$ cat src/rtl/bram_ctrl_pkg.sv
// Shared types and helpers for the block-RAM port initiator.
// Holds the FSM state encoding and the width rule for the response-buffer occupancy count.
package bram_ctrl_pkg;

    typedef enum logic {
        IDLE  = 1'b0,
        WRITE = 1'b1
    } state_t;

    // Occupancy count must hold the value DEPTH itself, hence one extra bit.
    function automatic int unsigned rsp_cnt_bits(input int unsigned depth);
        return $clog2(depth) + 1;
    endfunction

endpackage

$ cat src/rtl/bram_rsp_fifo.sv
// Small circular response buffer holding RAM read data until the client takes it.
// Power-of-two depth, so the pointers wrap by natural overflow.
module bram_rsp_fifo
    import bram_ctrl_pkg::*;
#(
    parameter  int unsigned DEPTH = 2,
    parameter  int unsigned WIDTH = 8,
    localparam int unsigned CW    = rsp_cnt_bits(DEPTH),
    localparam int unsigned PW    = $clog2(DEPTH)
) (
    input  logic             clk,
    input  logic             rst,
    input  logic             push,
    input  logic [WIDTH-1:0] wdata,
    input  logic             pop,
    output logic [WIDTH-1:0] rdata,
    output logic [CW-1:0]    count
);

    logic [WIDTH-1:0] mem [DEPTH];
    logic [PW-1:0]    head;
    logic [PW-1:0]    tail;
    logic [CW-1:0]    count_q;

    // NOTE: storage has no reset; an entry is only ever read after it has been pushed.
    always_ff @(posedge clk) begin
        if (push) begin
            mem[tail] <= wdata;
        end
    end

    always_ff @(posedge clk) begin
        if (rst) begin
            head    <= '0;
            tail    <= '0;
            count_q <= '0;
        end else begin
            if (push) tail <= tail + PW'(1);
            if (pop)  head <= head + PW'(1);
            case ({push, pop})
                2'b10:   count_q <= count_q + CW'(1);
                2'b01:   count_q <= count_q - CW'(1);
                default: count_q <= count_q;
            endcase
        end
    end

    assign rdata = mem[head];
    assign count = count_q;

    a_no_overflow: assert property (@(posedge clk) disable iff (rst)
        !(push && !pop && count_q == CW'(DEPTH)))
        else $error("bram_rsp_fifo overflow");

    a_no_underflow: assert property (@(posedge clk) disable iff (rst)
        !(pop && count_q == '0))
        else $error("bram_rsp_fifo underflow");

endmodule

$ cat src/rtl/bram_port_ctrl.sv
// Initiator for one port of a single-cycle-read block RAM: turns a valid/ready request
// stream into RAM strobes and returns read data in order through a credit-limited buffer.
module bram_port_ctrl
    import bram_ctrl_pkg::*;
#(
    parameter int unsigned RAM_WIDTH     = 8,
    parameter int unsigned RAM_ADDR_BITS = 10,
    parameter bit          WDATA_LEAD    = 1'b1,
    parameter int unsigned RSP_DEPTH     = 2,
    parameter int unsigned CNT_W         = 16
) (
    input  logic                     clk_i,
    input  logic                     rst_i,
    input  logic                     req_valid_i,
    output logic                     req_ready_o,
    input  logic                     req_we_i,
    input  logic [RAM_ADDR_BITS-1:0] req_addr_i,
    input  logic [RAM_WIDTH-1:0]     req_wdata_i,
    output logic                     rsp_valid_o,
    input  logic                     rsp_ready_i,
    output logic [RAM_WIDTH-1:0]     rsp_rdata_o,
    output logic                     mem_en_o,
    output logic                     mem_we_o,
    output logic [RAM_ADDR_BITS-1:0] mem_addr_o,
    output logic [RAM_WIDTH-1:0]     mem_wdata_o,
    input  logic [RAM_WIDTH-1:0]     mem_rdata_i,
    output logic                     busy_o,
    output logic [CNT_W-1:0]         rd_cnt_o,
    output logic [CNT_W-1:0]         wr_cnt_o
);

    localparam int unsigned CW = rsp_cnt_bits(RSP_DEPTH);
    localparam int unsigned OW = CW + 1;

    state_t                   state;
    state_t                   state_next;
    logic                     rd_issued;
    logic                     discard;
    logic                     inflight;
    logic                     preload;
    logic                     accept;
    logic                     rd_accept;
    logic                     pop;
    logic [CW-1:0]            rsp_count;
    logic [RAM_WIDTH-1:0]     head_data;
    logic [OW-1:0]            outstanding;
    logic [RAM_ADDR_BITS-1:0] addr_q;
    logic [RAM_ADDR_BITS-1:0] addr_d;
    logic [RAM_WIDTH-1:0]     wdata_q;
    logic [RAM_WIDTH-1:0]     wdata_d;

    // A read return from a write preload cycle is not a real response.
    assign inflight  = rd_issued && !discard;
    assign pop       = rsp_valid_o && rsp_ready_i;
    assign accept    = req_valid_i && req_ready_o;
    assign rd_accept = accept && !req_we_i;

    // An entry leaving this cycle frees its credit at once, so streaming reads run gap-free.
    assign outstanding = OW'(rsp_count) + OW'(inflight) - OW'(pop);
    assign req_ready_o = !rst_i && (state == IDLE) && (outstanding < OW'(RSP_DEPTH));

    assign rsp_valid_o = !rst_i && (rsp_count != '0);
    assign rsp_rdata_o = rst_i ? '0 : head_data;
    assign busy_o      = !rst_i && ((state != IDLE) || inflight || (rsp_count != '0));

    // NOTE: every comb output gets a default first so no path can infer a latch.
    always_comb begin
        state_next = state;
        mem_en_o   = 1'b0;
        mem_we_o   = 1'b0;
        preload    = 1'b0;
        addr_d     = addr_q;
        wdata_d    = wdata_q;
        if (rst_i) begin
            state_next = IDLE;
            addr_d     = '0;
            wdata_d    = '0;
        end else begin
            case (state)
                IDLE: begin
                    if (accept) begin
                        mem_en_o = 1'b1;
                        addr_d   = req_addr_i;
                        if (req_we_i) begin
                            wdata_d = req_wdata_i;
                            if (WDATA_LEAD) begin
                                preload    = 1'b1;
                                state_next = WRITE;
                            end else begin
                                mem_we_o = 1'b1;
                            end
                        end
                    end
                end
                WRITE: begin
                    // addr_q/wdata_q still hold what the preload cycle drove.
                    mem_en_o   = 1'b1;
                    mem_we_o   = 1'b1;
                    state_next = IDLE;
                end
                default: state_next = IDLE;
            endcase
        end
    end

    assign mem_addr_o  = addr_d;
    assign mem_wdata_o = wdata_d;

    // NOTE: sequential state uses non-blocking assignment so all registers update together.
    always_ff @(posedge clk_i) begin
        if (rst_i) begin
            state     <= IDLE;
            rd_issued <= 1'b0;
            discard   <= 1'b0;
            addr_q    <= '0;
            wdata_q   <= '0;
            rd_cnt_o  <= '0;
            wr_cnt_o  <= '0;
        end else begin
            state     <= state_next;
            rd_issued <= mem_en_o && !mem_we_o;
            discard   <= preload;
            addr_q    <= addr_d;
            wdata_q   <= wdata_d;
            if (rd_accept) rd_cnt_o <= rd_cnt_o + CNT_W'(1);
            if (mem_we_o)  wr_cnt_o <= wr_cnt_o + CNT_W'(1);
        end
    end

    bram_rsp_fifo #(
        .DEPTH (RSP_DEPTH),
        .WIDTH (RAM_WIDTH)
    ) u_rsp_fifo (
        .clk   (clk_i),
        .rst   (rst_i),
        .push  (inflight),
        .wdata (mem_rdata_i),
        .pop   (pop),
        .rdata (head_data),
        .count (rsp_count)
    );

endmodule

$ cat config.mk
export PLATFORM = sky130hd
export DESIGN_NAME = bram_port_ctrl
export DESIGN_NICKNAME = d
export VERILOG_FILES = /design/src/rtl/bram_ctrl_pkg.sv /design/src/rtl/bram_rsp_fifo.sv /design/src/rtl/bram_port_ctrl.sv
export SDC_FILE = /design/constraint.sdc
export NUM_CORES = 1
export LEC_CHECK = 0
export BUFFER_PORTS_ARGS = -buffer_cell sky130_fd_sc_hd__buf_2
export CAP_MARGIN = 10
export CORE_MARGIN = 1
export CORE_UTILIZATION = 51
export CTS_CLUSTER_DIAMETER = 100
export CTS_CLUSTER_SIZE = 14
export DETAILED_ROUTE_END_ITERATION = 8
export PLACE_DENSITY_LB_ADDON = 0.15
export SETUP_SLACK_MARGIN = 0.5
export SLEW_MARGIN = 20
export SYNTH_ARGS = -nofsm -noshare
export SYNTH_HDL_FRONTEND = slang
export SYNTH_SLANG_ARGS = --single-unit
$ cat constraint.sdc
create_clock -name clk_i -period 6.8 [get_ports clk_i]
set_input_delay 1.7 -clock clk_i [delete_from_list [all_inputs] [get_ports clk_i]]
set_output_delay 1.7 -clock clk_i [all_outputs]
set_load 0.01 [all_outputs]
==> flow_summary_export.csv, run 1 <==
group,metric,value,unit
cells_and_area,multi_input_area,0.001455,mm²
min_path,hp-start,"addr_q[9]",
worst_setup_path,crit_type,"input pin to output port",
global_routing,grt_start_max_net_pins,91,
clock_network,clock-sinks,73,
clock_network,clk_path_buf_depth,2,
clock_network,numCtsBuffers,9,
synthesis,synth_top_cells_by_area,"dfxtp_1, edfxtp_1, mux2i_1",
power_and_ir_drop,p_per_area,269.5,mW/mm²
drt,ant_nets,0,
floorplanning,rows,28,
drt,drt-vias-per-instance,5.307,
clock_network,clock_latency,0.34,ns
global_routing,antenna_found_initial,0,
synthesis,syn_avg_cell_area,9.593,µm²
timing,tns,0,ns
cells_and_area,diodes,0,
clock_network,cts-htree-levels,3,
timing,maxSlewHeadroom,41.27,%
min_path,hold_class,"flip-flop to flip-flop",
floorplanning,core,0.005991,mm²
clock_network,clk_pin_slew_worst_paths,0.08,ns
floorplanning,fp.dieH,81.14,µm
synthesis,yosysTopAreaCell,"dfxtp_1",
timing,fin_crit,6.104,ns
worst_setup_path,critPathLaunchType,"input pin",
floorplanning,ios,94,
drt,first_pass_iters,4,
worst_setup_path,end_kind,"output port",
placement,pre_cts_slack,0.6604,ns
clock_network,cts_tree,"done",
cells_and_area,syn2layout_area_growth,21.78,%
cells_and_area,stdcell_count,502,
timing,fin_skew,0.008165,ns
timing,min_period_over_period,89.76,%
cells_and_area,fillerInstances,514,
drt,vias,2664,
cells_and_area,layout.area.seq,0.001622,mm²
worst_setup_path,critPathMaxFanout,9,
timing,final_hold_viol_count,0,
timing,rsz0062_at_grt,"false",
drt,drtIter0Drc,90,
floorplanning,dieArea,0.006584,mm²
cells_and_area,final_nets,458,
placement,io_buffers,93,
synthesis,synth_cell_types,39,
global_routing,grt_pass1_wl,10630,µm
synthesis,synth-seq-cells,73,
drt,drc_errors,0,
global_routing,grt_usage,20.99,%
drt,wl_per_cell,13.23,µm
flow_run,maxCapViolations,0,
worst_setup_path,worstSetupStartpoint,"rst_i",
worst_setup_path,crit_arrival,4.40,ns
drt,drt_wl_total,6640,µm
power_and_ir_drop,power,1048,µW
global_routing,grt.overflow.total,0,
placement,routabilityCongestion,0.7096,
synthesis,ys_warn_count,0,
placement,dp_cells,486,
clock_network,cts-root-buf,"clkbuf_8",
synthesis,syn-instance-count,333,
timing,fmax,163.8,MHz
cells_and_area,drive_gt1_share,29.27,%
synthesis,synth_top_area_share,35.72,%
floorplanning,die-width,81.14,µm
timing,tightest_slew,0.8810,ns
worst_setup_path,crit-reg2reg-launch,"u_rsp_fifo.count[1]",
synthesis,synth_nets,369,
timing,layout_setup_ws,0.6964,ns
power_and_ir_drop,leakage,0.001607,µW
synthesis,synth_area,0.003194,mm²
synthesis,ys_seq_area_share,50.76,%
global_routing,grt_pass1_vias,2375,
placement,hpwl,4455,µm
floorplanning,initial_core_util,53.32,%
power_and_ir_drop,irDropWorstVdd,0.1851,mV
timing,setup-violations-final,0,
status,status,"finished, final reports clean",
clock_network,post_cts_buffers,0,
worst_setup_path,cp.required,5.10,ns
timing,slew_violations,0,
## area by class of cell
| cell class | instances | area share [%] |
|---|---|---|
| Clock buffer | 9 | 3.184 |
| Clock inverter | 7 | 1.801 |
| Inverter | 9 | 0.8684 |
| Multi-Input combinational cell | 233 | 37.41 |
| Sequential cell | 73 | 41.69 |
| Tap cell | 75 | 2.412 |
| Timing Repair Buffer | 96 | 12.64 |
## cell usage in the layout, fill, tap and decap left out, drive strengths merged, types with 4 or more instances in the layout
master	instances
a21oi	35
buf	96
clkbuf	9
clkinv	4
dfxtp	57
edfxtp	16
ha	4
inv	10
mux2i	20
nand2	18
nand2b	6
nand3	21
nand4	6
nor2	49
nor2b	5
nor3	5
nor4	6
o21ai	4
o31ai	9
or3	4
or4	9
xnor2	12
xor2	6
## critical path: stages
cell and delay [ns]:
buf_2 0.10, o21ba_2 0.22, and2_1 0.19, ha_1 0.25, nand2b_1 0.16, fa_1 0.53
or3b_1 0.41, nor3_2 0.16, buf_6 0.19, mux2i_2 0.25, nor2_1 0.07, buf_2 0.18
## metrics by stage
step / hold WS, ns / cell area, µm² / utilization, %
finish: 0.4675 / 3890 / 64.93
global route: 0.4773 / 3890 / 64.93
CTS: 0.4678 / 3882 / 64.81
detailed placement: 0.4564 / 3689 / 61.57
global placement: 0.4429 / 3689 / 61.57
floorplan: 0.4442 / 3194 / -
## Yosys cell counts (all sizes together)
cell type / number
a21oi: 35
a31o: 2
and2: 2
and3: 1
and4: 2
buf: 12
clkbuf: 6
dfxtp: 57
edfxtp: 16
fa: 1
ha: 4
inv: 9
mux2: 2
mux2i: 20
nand2: 18
nand2b: 6
nand3: 21
nand4: 6
nand4b: 1
nor2: 49
nor2b: 5
nor3: 5
nor3b: 1
nor4: 6
o21ai: 4
o21ba: 1
o31ai: 9
or3: 4
or3b: 1
or4: 9
xnor2: 12
xor2: 6
## cells by family (layout without fill, tap and decap cells)
logic type	count (synthesis)	after routing	share of synthesized area (%)
xor+xnor	18	18	4.935
flops	73	73	50.76
mux	22	22	6.972
fa+ha+maj	5	5	2.194
simple gates	137	137	22.09
buf+inv	27	121	3.956
compound gates	51	51	9.087
## routing by layer
metal	routed length, µm	vias up	GRT usage, %
li1	-	1350	-
met1	3178	1231	27.44
met2	2990	79	33.19
met3	419	4	6.517
met4	52	0	6.429
met5	0	-	0
## path summary, 6_finish.rpt
check | depth (start not counted) | slack (ns) | endpoint
setup / recovery | 12 | 0.70 | mem_wdata_o[3]
hold / removal | 2 | 0.47 | addr_q[9]
setup reg to reg | 9 | 3.38 | rd_cnt_o[11]
hold reg to reg | 2 | 0.47 | addr_q[9]
## what timing repair did
item / CTS / global route
hold endpoints to repair: 0 / 0
setup endpoints to repair: 0 / 7
hold buffers: 0 / 0
gates resized for setup: 0 / 2
## where the power goes
group          internal (µW)  switching (µW)  leakage [µW]
combinational           91.0             122      0.000900
clock                    169             162     0.0000994
sequential               479            24.7      0.000607
## registers in the layout (all words and copies together), names as in the netlist, named ones only
| signal | count |
|---|---|
| wr_cnt_o | 16 |
| wdata_q | 8 |
| u_rsp_fifo.count | 2 |
| u_rsp_fifo.tail | 1 |
| addr_q | 10 |
| rd_cnt_o | 16 |
| u_rsp_fifo.head | 1 |
| u_rsp_fifo.mem | 16 |
| state | 1 |
| rd_issued | 1 |
Note: power is estimated with default switching activity, not from simulation.
==> run 2, diff against run 1 <==
Settings changed: CORE_UTILIZATION 51 to 46.
Clock period 6.8 ns to 5.5 ns, I/O delays scaled along.
==> flow_summary_export.csv, run 2 (synthesis gave the netlist of run 1 again) <==
group,metric,value,unit
status,status,"finished, final reports clean",
clock_network,cts-root-buf,"clkbuf_8",
cells_and_area,diodes,0,
clock_network,clock-sinks,73,
floorplanning,dieArea,0.007281,mm²
cells_and_area,layout_commonest_cell,"buf_2",
drt,dr_wl_met2,3152,µm
global_routing,grt_pass1_vias,2404,
global_routing,grt_start_max_net_pins,91,
power_and_ir_drop,p_per_area,356.7,mW/mm²
clock_network,clk_path_buf_depth,2,
global_routing,antenna_found_initial,0,
worst_setup_path,reg2reg_depth,10,
worst_setup_path,critPathLaunchType,"input pin",
placement,io_buffers,93,
cells_and_area,fin_util,63.50,%
floorplanning,core,0.006756,mm²
drt,first_pass_iters,4,
worst_setup_path,reg2reg_to,"rd_cnt_o[11]",
timing,final_hold_viol_count,0,
drt,ant_nets,0,
drt,vias,2697,
floorplanning,die-width,85.33,µm
clock_network,clk_pin_slew_worst_paths,0.08,ns
worst_setup_path,crit_type,"input pin to output port",
worst_setup_path,end_kind,"output port",
worst_setup_path,worstSetupStartpoint,"rst_i",
timing,fmax,187.6,MHz
flow_run,maxCapViolations,0,
clock_network,clock_latency,0.34,ns
global_routing,grt.overflow.total,0,
timing,fin_skew,0.009804,ns
drt,drc_errors,0,
power_and_ir_drop,irDropWorstVdd,0.1744,mV
floorplanning,fp.dieH,85.33,µm
min_path,hold_class,"flip-flop to flip-flop",
worst_setup_path,cp.required,4.12,ns
cells_and_area,stdcell_count,519,
timing,slew_violations,0,
worst_setup_path,critPathMaxFanout,5,
global_routing,grt_pass1_wl,10890,µm
drt,drtIter0Drc,104,
placement,placed_cell_area,0.003827,mm²
timing,min_period_over_period,96.90,%
timing,maxSlewHeadroom,37.76,%
drt,wl_met1,3168,µm
drt,wl_per_cell,13.20,µm
clock_network,numCtsBuffers,9,
worst_setup_path,endpoint,"mem_addr_o[4]",
drt,met3WireLength,332,µm
cells_and_area,final_cell_area,0.004290,mm²
cells_and_area,drive_gt1_share,36.90,%
cells_and_area,reg.largest.list,"rd_cnt_o: 16 flops, u_rsp_fifo.mem: 16 flops, wr_cnt_o: 16 flops",
floorplanning,initial_core_util,47.28,%
clock_network,cts-htree-levels,3,
cells_and_area,syn2layout_area_growth,34.31,%
drt,dr.max_layer_used,"met4",
placement,routabilityCongestion,0.7428,
drt,drt_wl_total,6850,µm
clock_network,cts_tree,"done",
placement,dp_cells,492,
floorplanning,ios,94,
timing,tns,0,ns
clock_network,hold_buffers,0,
worst_setup_path,crit-reg2reg-launch,"u_rsp_fifo.count[1]",
timing,setup-violations-final,0,
cells_and_area,final_nets,470,
power_and_ir_drop,leakage,0.001728,µW
drt,drt-vias-per-instance,5.197,
placement,hpwl,4422,µm
worst_setup_path,crit_arrival,3.95,ns
floorplanning,rows,30,
timing,tightest_slew,0.9336,ns
global_routing,grt_usage,19.03,%
timing,rsz0062_at_grt,"true",
timing,fin_crit,5.330,ns
worst_setup_path,reg2reg_slack,2.10,ns
cells_and_area,layout_common_cells,"buf_2, dfxtp_1, nor2_1",
==> run 2: changes by cell type in the layout (fill, tap and decap cells not counted), sizes merged <==
cell / previous run / this run
clkbuf: 9 / 11
clkinv: 4 / 1
buf: 96 / 108
bufinv: 1 / 2
==> run 2: worst max-delay path, cell delays in order <==
cell and delay, ns:
buf_6 0.09, o21ba_4 0.21, and2_4 0.16, ha_4 0.19
nand2b_4 0.14, fa_1 0.54, or3b_4 0.42, nor2_4 0.18
buf_6 0.13, buf_12 0.12, nand3_4 0.07, a21oi_2 0.16
buf_2 0.16
==> run 2: power by group <==
part	leakage (µW)	internal [µW]	switching, µW
registers	0.000607	593	31.7
logic	0.00100	211	206
clock network	0.000118	287	202
total	0.00173	1090	439
==> run 2: layout make-up <==
cell class | instances | area (µm²)
Clock inverter | 5 | 85.08
Timing Repair Buffer | 108 | 646.9
Multi-Input combinational cell | 233 | 1649
Fill cell | 592 | 2466
Clock buffer | 11 | 153.9
Tap cell | 80 | 100.1
Sequential cell | 73 | 1622
Inverter | 9 | 33.78
==> run 2: per-stage QoR <==
stage	setup slack, ns	hold slack (ns)	power (µW)
2_1_floorplan	0.3983	0.4442	853.4
3_3_place_gp	0.2295	0.4430	937.6
3_5_place_dp	0.1838	0.4565	945.6
4_1_cts	0.2164	0.4681	1501
5_1_grt	0.06897	0.5113	1605
6_report	0.1702	0.4580	1531
==> run 2: how the worst min path moves through the flow <==
stage                   end  cells after the start          from  slack [ns]
3_5_place_dp   wr_cnt_o[15]                      1  wr_cnt_o[15]        0.46
2_1_floorplan     addr_q[9]                      2     addr_q[9]        0.44
3_3_place_gp   wr_cnt_o[15]                      1  wr_cnt_o[15]        0.44
4_1_cts        wr_cnt_o[15]                      1  wr_cnt_o[15]        0.47
6_report       wr_cnt_o[15]                      1  wr_cnt_o[15]        0.46
5_1_grt           addr_q[8]                      2     addr_q[8]        0.51
==> run 2: timing repair <==
action                     CTS  global route
pin swaps                   10            14
gates resized for setup      7            12
setup endpoints to repair   18            19
buffers inserted             6             4
gates cloned                 1             0
==> run 2: layer usage <==
metal	GRT usage [%]	vias to the layer above
li1	-	1379
met1	23.66	1230
met2	30.43	70
met3	4.864	18
met4	10.30	0
met5	0	-
==> run 3, diff against run 2 <==
Settings changed: MAX_ROUTING_LAYER from default to met4.
==> flow_summary_export.csv, run 3 (synthesis gave the netlist of run 1 again) <==
group,metric,value,unit
worst_setup_path,crit_arrival,3.96,ns
timing,final_hold_viol_count,0,
drt,dr_wl_met2,3187,µm
global_routing,antenna_found_initial,0,
timing,setup-violations-final,0,
worst_setup_path,reg2reg_depth,10,
global_routing,grt.overflow.total,0,
global_routing,grt_usage,19.59,%
worst_setup_path,end_kind,"output port",
clock_network,clock_latency,0.34,ns
worst_setup_path,critPathMaxFanout,5,
timing,tns,0,ns
clock_network,cts-htree-levels,3,
drt,drt-vias-per-instance,5.204,
power_and_ir_drop,irDropWorstVdd,0.1744,mV
worst_setup_path,worstSetupStartpoint,"rst_i",
floorplanning,ios,94,
global_routing,grt_pass1_wl,10880,µm
cells_and_area,reg.largest.list,"rd_cnt_o: 16 flops, u_rsp_fifo.mem: 16 flops, wr_cnt_o: 16 flops",
cells_and_area,diodes,0,
clock_network,numCtsBuffers,9,
placement,routabilityCongestion,0.7522,
cells_and_area,drive_gt1_share,36.90,%
worst_setup_path,reg2reg_to,"rd_cnt_o[11]",
timing,hold_ws,0.4584,ns
timing,fin_crit,5.331,ns
power_and_ir_drop,p_per_area,356.5,mW/mm²
global_routing,grt_pass1_vias,2405,
drt,dr.max_layer_used,"met4",
clock_network,cts-root-buf,"clkbuf_8",
drt,first_pass_iters,4,
timing,rsz0062_at_grt,"true",
drt,drc_errors,0,
worst_setup_path,cp.required,4.12,ns
cells_and_area,fillerInstances,592,
worst_setup_path,crit_type,"input pin to output port",
worst_setup_path,worst_path_most_repeated_cell,"buf_6",
drt,wl_met1,3112,µm
cells_and_area,layout_common_cells,"buf_2, dfxtp_1, nor2_1",
worst_setup_path,slowest_stage,"fa_1",
status,status,"finished, final reports clean",
worst_setup_path,critPathLaunchType,"input pin",
placement,io_buffers,93,
global_routing,grt_start_max_net_pins,91,
drt,drtIter0Drc,125,
timing,min_period_over_period,96.92,%
flow_run,maxCapViolations,0,
drt,drt_wl_total,6827,µm
clock_network,clock-sinks,73,
timing,tightest_slew,0.9487,ns
cells_and_area,final_nets,470,
clock_network,clk_pin_slew_worst_paths,0.08,ns
floorplanning,initial_core_util,47.28,%
power_and_ir_drop,leakage,0.001728,µW
floorplanning,dieArea,0.007281,mm²
drt,ant_nets,0,
worst_setup_path,path_cells,"buf_6 -> o21ba_4 -> and2_4 -> ha_4 -> nand2b_4 -> fa_1 -> or3b_4 -> nor2_4 -> buf_6 -> buf_12 -> nand3_4 -> a21oi_2 -> buf_2",
worst_setup_path,cpPeakStageDelay,0.54,ns
floorplanning,fp.dieH,85.33,µm
min_path,hold_class,"flip-flop to flip-flop",
timing,maxSlewHeadroom,36.75,%
floorplanning,rows,30,
worst_setup_path,endpoint,"mem_addr_o[4]",
drt,met3WireLength,329,µm
timing,fmax,187.6,MHz
cells_and_area,layout_commonest_cell,"buf_2",
worst_setup_path,crit-reg2reg-launch,"u_rsp_fifo.count[1]",
drt,vias,2701,
timing,fin_skew,0.009310,ns
floorplanning,die-width,85.33,µm
placement,hpwl,4422,µm
clock_network,clk_path_buf_depth,2,
clock_network,cts_tree,"done",
worst_setup_path,reg2reg_slack,2.11,ns
timing,slew_violations,0,
drt,wl_per_cell,13.15,µm
cells_and_area,syn2layout_area_growth,34.31,%
floorplanning,core,0.006756,mm²
[run 3: cell counts in the layout (fill, tap and decap cells not counted)]
Identical to the previous run, type by type.
[run 3: repair_timing]
| action | in CTS | in global routing |
|---|---|---|
| gates cloned | 1 | 0 |
| setup endpoints to repair | 18 | 19 |
| setup buffers | 6 | 4 |
| gates resized for setup | 7 | 12 |
| pin swaps | 10 | 14 |
| hold buffers | 0 | 0 |
[run 3: worst min-delay path by stage]
stage | startpoint | to | slack (ns) | cells past startpoint
6_report | wr_cnt_o[15] | wr_cnt_o[15] | 0.46 | 1
2_1_floorplan | addr_q[9] | addr_q[9] | 0.44 | 2
4_1_cts | wr_cnt_o[15] | wr_cnt_o[15] | 0.47 | 1
3_3_place_gp | wr_cnt_o[15] | wr_cnt_o[15] | 0.44 | 1
5_1_grt | addr_q[8] | addr_q[8] | 0.51 | 2
3_5_place_dp | wr_cnt_o[15] | wr_cnt_o[15] | 0.46 | 1
[run 3: metal layers]
layer / vias up / track usage (%)
met5: - / -
met4: 0 / 10.30
met3: 18 / 4.767
met2: 73 / 30.43
met1: 1231 / 23.66
li1: 1379 / -
[run 3: stage by stage]
stage	utilization, %	total power (µW)	instances	instance area (µm²)	worst slack, ns
floorplan	-	853.4	333	3322	0.3983
global route	63.50	1605	519	4290	0.06866
CTS	61.89	1501	515	4182	0.2164
finish	63.50	1530	519	4290	0.1693
global placement	56.65	937.6	492	3827	0.2295
detailed placement	56.65	945.6	492	3827	0.1838
[run 3: where the power goes]
group	internal [µW]	leakage, µW	switching [µW]
Combinational	211	0.00100	206
Clock	287	0.000118	201
Sequential	593	0.000607	31.7
[run 3: worst max-delay path, delay by kind of cell]
kind                     cells  cell delay [ns]
AO/OA/AOI/OAI                2             0.38
adder cells (fa/ha/maj)      2             0.73
buffers and inverters        4             0.50
AND/OR/NAND/NOR              5             0.97
[run 3: layout make-up]
type,instances,area [µm²],area share (%)
sequential,73,1622,37.80
inverter,9,33.78,0.7874
clock inverter,5,85.08,1.983
timing repair buffer,108,646.9,15.08
tap,80,100.1,2.333
clock buffer,11,153.9,3.587
multi-input combinational,233,1649,38.44
